File: config.mk
export PLATFORM = sky130hd
export DESIGN_NAME = countdown_timer
export DESIGN_NICKNAME = d
export VERILOG_FILES = /design/src/rtl/countdown_timer.sv
export SDC_FILE = /design/constraint.sdc
export NUM_CORES = 1
export LEC_CHECK = 0
export BUFFER_PORTS_ARGS = -buffer_cell sky130_fd_sc_hd__buf_2
export CAP_MARGIN = 40
export CORE_MARGIN = 3
export CORE_UTILIZATION = 48
export CTS_BUF_LIST = sky130_fd_sc_hd__clkbuf_4
export CTS_CLUSTER_DIAMETER = 30
export DETAILED_ROUTE_END_ITERATION = 10
export PLACE_DENSITY_LB_ADDON = 0.05
export SLEW_MARGIN = 20
export SYNTH_ARGS = -nofsm -noshare
export SYNTH_HDL_FRONTEND = slang
export SYNTH_SLANG_ARGS = --single-unit
File: constraint.sdc
create_clock -name clk -period 2 [get_ports clk]
set_input_delay 0.4 -clock clk [delete_from_list [all_inputs] [get_ports clk]]
set_output_delay 0.4 -clock clk [all_outputs]
set_load 0.005 [all_outputs]
File: src/rtl/countdown_timer.sv
// MM:SS countdown timer: loadable BCD/mod-6 digits decremented by a tick strobe.
// Optional macro COUNTDOWN_AUTORELOAD_EN reloads the stored preset on expiry.
module countdown_timer (
    input  logic       clk,
    input  logic       clr,
    input  logic       tick,
    input  logic       load,
    input  logic [2:0] ld_mt,
    input  logic [3:0] ld_mo,
    input  logic [2:0] ld_st,
    input  logic [3:0] ld_so,
    input  logic       start,
    input  logic       stop,
    output logic [2:0] min_tens,
    output logic [3:0] min_ones,
    output logic [2:0] sec_tens,
    output logic [3:0] sec_ones,
    output logic       running,
    output logic       done
);

    typedef enum logic [1:0] {IDLE, RUN, PAUSE, EXPIRED} state_t;

    state_t     state_q, state_d;
    logic [2:0] mt_q, mt_d, st_q, st_d;
    logic [3:0] mo_q, mo_d, so_q, so_d;
    logic       running_q, running_d;
    logic       done_q, done_d;

    logic [2:0] cl_mt, cl_st;
    logic [3:0] cl_mo, cl_so;
    logic       nonzero, at_one;

    assign cl_mt = (ld_mt > 3'd5) ? 3'd5 : ld_mt;
    assign cl_st = (ld_st > 3'd5) ? 3'd5 : ld_st;
    assign cl_mo = (ld_mo > 4'd9) ? 4'd9 : ld_mo;
    assign cl_so = (ld_so > 4'd9) ? 4'd9 : ld_so;

    assign nonzero = (mt_q != 3'd0) || (mo_q != 4'd0) || (st_q != 3'd0) || (so_q != 4'd0);
    assign at_one  = (mt_q == 3'd0) && (mo_q == 4'd0) && (st_q == 3'd0) && (so_q == 4'd1);

`ifdef COUNTDOWN_AUTORELOAD_EN
    logic [2:0] pmt_q, pmt_d, pst_q, pst_d;
    logic [3:0] pmo_q, pmo_d, pso_q, pso_d;
    logic       preset_nz;

    assign preset_nz = (pmt_q != 3'd0) || (pmo_q != 4'd0) || (pst_q != 3'd0) || (pso_q != 4'd0);

    always_ff @(posedge clk) begin
        if (clr) begin
            pmt_q <= 3'd0;
            pmo_q <= 4'd0;
            pst_q <= 3'd0;
            pso_q <= 4'd0;
        end else begin
            pmt_q <= pmt_d;
            pmo_q <= pmo_d;
            pst_q <= pst_d;
            pso_q <= pso_d;
        end
    end
`endif

    always_comb begin
        state_d = state_q;
        mt_d    = mt_q;
        mo_d    = mo_q;
        st_d    = st_q;
        so_d    = so_q;
        done_d  = 1'b0;
`ifdef COUNTDOWN_AUTORELOAD_EN
        pmt_d   = pmt_q;
        pmo_d   = pmo_q;
        pst_d   = pst_q;
        pso_d   = pso_q;
`endif
        if (load) begin
            mt_d    = cl_mt;
            mo_d    = cl_mo;
            st_d    = cl_st;
            so_d    = cl_so;
            state_d = IDLE;
`ifdef COUNTDOWN_AUTORELOAD_EN
            pmt_d   = cl_mt;
            pmo_d   = cl_mo;
            pst_d   = cl_st;
            pso_d   = cl_so;
`endif
        end else begin
            case (state_q)
                IDLE: begin
                    if (!stop && start && nonzero)
                        state_d = RUN;
                end
                RUN: begin
                    if (stop) begin
                        state_d = PAUSE;
                    end else if (tick && at_one) begin
                        done_d = 1'b1;
`ifdef COUNTDOWN_AUTORELOAD_EN
                        if (preset_nz) begin
                            mt_d = pmt_q;
                            mo_d = pmo_q;
                            st_d = pst_q;
                            so_d = pso_q;
                        end else begin
                            so_d    = 4'd0;
                            state_d = EXPIRED;
                        end
`else
                        so_d    = 4'd0;
                        state_d = EXPIRED;
`endif
                    end else if (tick && nonzero) begin
                        // Borrow ripples left only while the lower digit is at zero.
                        so_d = (so_q == 4'd0) ? 4'd9 : so_q - 4'd1;
                        if (so_q == 4'd0) begin
                            st_d = (st_q == 3'd0) ? 3'd5 : st_q - 3'd1;
                            if (st_q == 3'd0) begin
                                mo_d = (mo_q == 4'd0) ? 4'd9 : mo_q - 4'd1;
                                if (mo_q == 4'd0)
                                    mt_d = mt_q - 3'd1;
                            end
                        end
                    end
                end
                PAUSE: begin
                    if (!stop && start)
                        state_d = RUN;
                end
                default: state_d = EXPIRED;
            endcase
        end
        running_d = (state_d == RUN);
    end

    always_ff @(posedge clk) begin
        if (clr) begin
            state_q   <= IDLE;
            mt_q      <= 3'd0;
            mo_q      <= 4'd0;
            st_q      <= 3'd0;
            so_q      <= 4'd0;
            running_q <= 1'b0;
            done_q    <= 1'b0;
        end else begin
            state_q   <= state_d;
            mt_q      <= mt_d;
            mo_q      <= mo_d;
            st_q      <= st_d;
            so_q      <= so_d;
            running_q <= running_d;
            done_q    <= done_d;
        end
    end

    assign min_tens = mt_q;
    assign min_ones = mo_q;
    assign sec_tens = st_q;
    assign sec_ones = so_q;
    assign running  = running_q;
    assign done     = done_q;

endmodule
==> results.cfg <==
[clock_network]
cts_hold_buffers = 0
numCtsBuffers = 3
cts.path.max_buffers = 2
cts_sinks = 18
ctsHtreeMaxLevel = 1
clkTransAtPathRegs_ns = 0.11
clk_latency_ns = 0.30
tritoncts = built
root_buffer = clkbuf_4

[job]
cap_violations = 0

[synth]
synthCells = 153
yosysTopAreaCell = dfxtp_1
synth-seq-cells = 18
yosysTopAreaCellShare_pct = 29.1
avgSynthCellArea_um2 = 8.10
yosys.area_share.simple_pct = 32.8
async_flop_share_pct = 0
netlist_area_um2 = 1240
synth_compound_area_share_pct = 28.1
synth_seq_area_share_pct = 29.1
synthAdderAreaFrac_pct = 2.02
yosysWarnings = 0
synth-xor-area-share_pct = 0
synth_edf_count = 0
synth.area.mux_share_pct = 2.52
synth_top_family_by_area = simple AND/OR/NAND/NOR gates
syn_nets = 175
synthTopCellsByArea = dfxtp_1 29%, nor2_1 4.8%, nor4_1 4.0%
ys.flop_type = dfxtp_1
yosysUniqueCellTypes = 54

[cells_and_area]
finish.utilization_pct = 65.2
areaGrowthSynthToFinish_pct = 23.1
final_cell_mix = 35 x buf_2, 17 x dfxtp_1, 16 x nor2_1, 12 x buf_4, 9 x nand2_1
fillers = 215
final_common_cell = buf_2
fin_nets = 216
insertedDiodeCount = 0
final_cells = 220
drive_gt1_share_pct = 32.8

[timing]
fmax_mhz = 512
final_max_slew_viol_count = 0
finalHoldViolCount = 0
fin_crit_ns = 1.95
hold_ws_ns = 0.372
slew_headroom_pct = 61.1
skew_ns = 0.0112
post-route-period-util_pct = 97.6
worstMarginPinSlew_ns = 0.579
setup_violations = 0
worst_slack_ns = 0.0483

[floorplan]
die_y_um = 56.8
design.die.area_um2 = 3230
start_util_pct = 53.0
std_cell_rows = 17
ios = 36
core_area_um2 = 2340
fp.dieW_um = 56.8

[critical_path]
endpoint_kind = register
crit_buf_inv = 3
path_cells = inv_1 -> ha_1 -> nor2b_1 -> buf_4 -> a2111oi_4 -> buf_4 -> a21boi_2 -> o311a_1
path_delay_family = compound AO/OA/AOI/OAI gates
cp_max_fo = 5
worstPathRequired_ns = 2.19
slowest_stage = a2111oi_4
path_common_cell = buf_4
startpoint_type = register
arrival_ns = 2.14
cpPeakStageDelay_ns = 0.37
crit_type = register to register

[grt]
grt_pass1_vias = 1211
antenna_found_initial = 0
grt_use_total_pct = 22.0
grt_pass1_wl_um = 5750
overflow = 0
grt_start_max_net_pins = 14

[hold_path]
hold_class = input pin to register

[drt]
first_iter_violations = 76
vias_per_cell = 6.38
wl_per_cell_um = 16.0
wirelength_um = 3520
drtAntennaViolNets = 0
first_pass_iters = 5
drc = 0
dr_total_vias = 1404

[power_and_ir_drop]
powerDensity_nw_per_um2 = 552
power_mw = 0.843
p_leak_nw = 0.644
vdd_drop_max_mv = 0.389

[placement]
placedCellCount = 215
place.gp.congestion = 0.876
hpwl_um = 2580
io_buffer_count = 35
place_ws_ns = 0.0444

[status]
status = completed
-- power breakdown --
group	internal, mW	leakage (nW)	switching, mW	total, mW
registers	0.378	0.148	0.0328	0.411
logic	0.117	0.482	0.129	0.246
clock network	0.0701	0.0138	0.116	0.186
total	0.565	0.644	0.278	0.843
-- synthesized netlist by cell type, types with 2 or more instances --
master / number
ha_1: 2
a21oi_1: 5
nor4_1: 8
nand4_1: 5
nor2b_1: 3
nor3_1: 4
a221oi_1: 2
o21a_1: 2
nand3b_1: 3
mux2i_1: 2
nand3_1: 4
a311oi_1: 3
dfxtp_1: 18
nand2_1: 9
or2_2: 2
o41ai_1: 2
o21ai_0: 6
inv_1: 7
nor3b_1: 2
nor2_1: 16
clkbuf_1: 10
and4_1: 3
a211oi_1: 4
-- per-stage QoR --
stage | cell area [um2] | setup TNS [ns]
6_report | 1530 | 0
5_1_grt | 1530 | -0.00192
4_1_cts | 1510 | 0
3_5_place_dp | 1480 | 0
3_3_place_gp | 1480 | 0
2_1_floorplan | 1240 | 0
-- worst register-to-register path, stage by stage (launching register included) --
cell and delay, ns:
dfxtp_2 0.35, inv_1 0.07, ha_1 0.19, nor2b_1 0.14, buf_4 0.16, a2111oi_4 0.37, buf_4 0.20, a21boi_2 0.05
o311a_1 0.32
-- routing by layer --
metal | routed length (um) | vias up | track usage, % | share of wire (%)
met4 | 15 | 0 | 5.96 | 0.43
met5 | 0 | - | 0 | 0
li1 | - | 669 | - | -
met2 | 1620 | 72 | 31.8 | 46
met1 | 1570 | 661 | 32.2 | 45
met3 | 322 | 2 | 5.06 | 9.1
-- layout make-up --
cell class	instances	area, um2	area share (%)
clock buffers	3	22.5	1.48
inverters	7	26.3	1.72
repair buffers	47	265	17.4
flip-flops and latches	18	362	23.7
well taps	28	35.0	2.30
multi-input cells	117	816	53.4
-- flip-flops by register name, summed over array words and instances, names as in the netlist --
signal,flops
done,1
sec_tens,3
state_q,2
min_tens,3
running,1
sec_ones,4
min_ones,4
-- path summary, 6_finish.rpt --
path,slack [ns],start,endpoint,depth (start not counted)
worst max-delay path,0.05,min_tens[0],min_ones[0],8
worst min-delay path,0.37,ld_mt[1],min_tens[1],3
worst max register to register,0.05,min_tens[0],min_ones[0],8
worst min register to register,0.57,min_tens[1],min_tens[1],2
-- logic make-up after synthesis --
group                      Yosys count
AOI/OAI and AO/OA                   43
DFF                                 18
buffers and inverters               18
adders and majority gates            2
muxes                                3
and+or+nand+nor                     69
-- timing repair --
action,4_1_cts,5_1_grt
resized for setup,0,2
hold endpoints to repair,0,0
endpoints found under the setup margin,0,7
buffers inserted,0,2
Note: power is estimated with default switching activity, not from simulation.
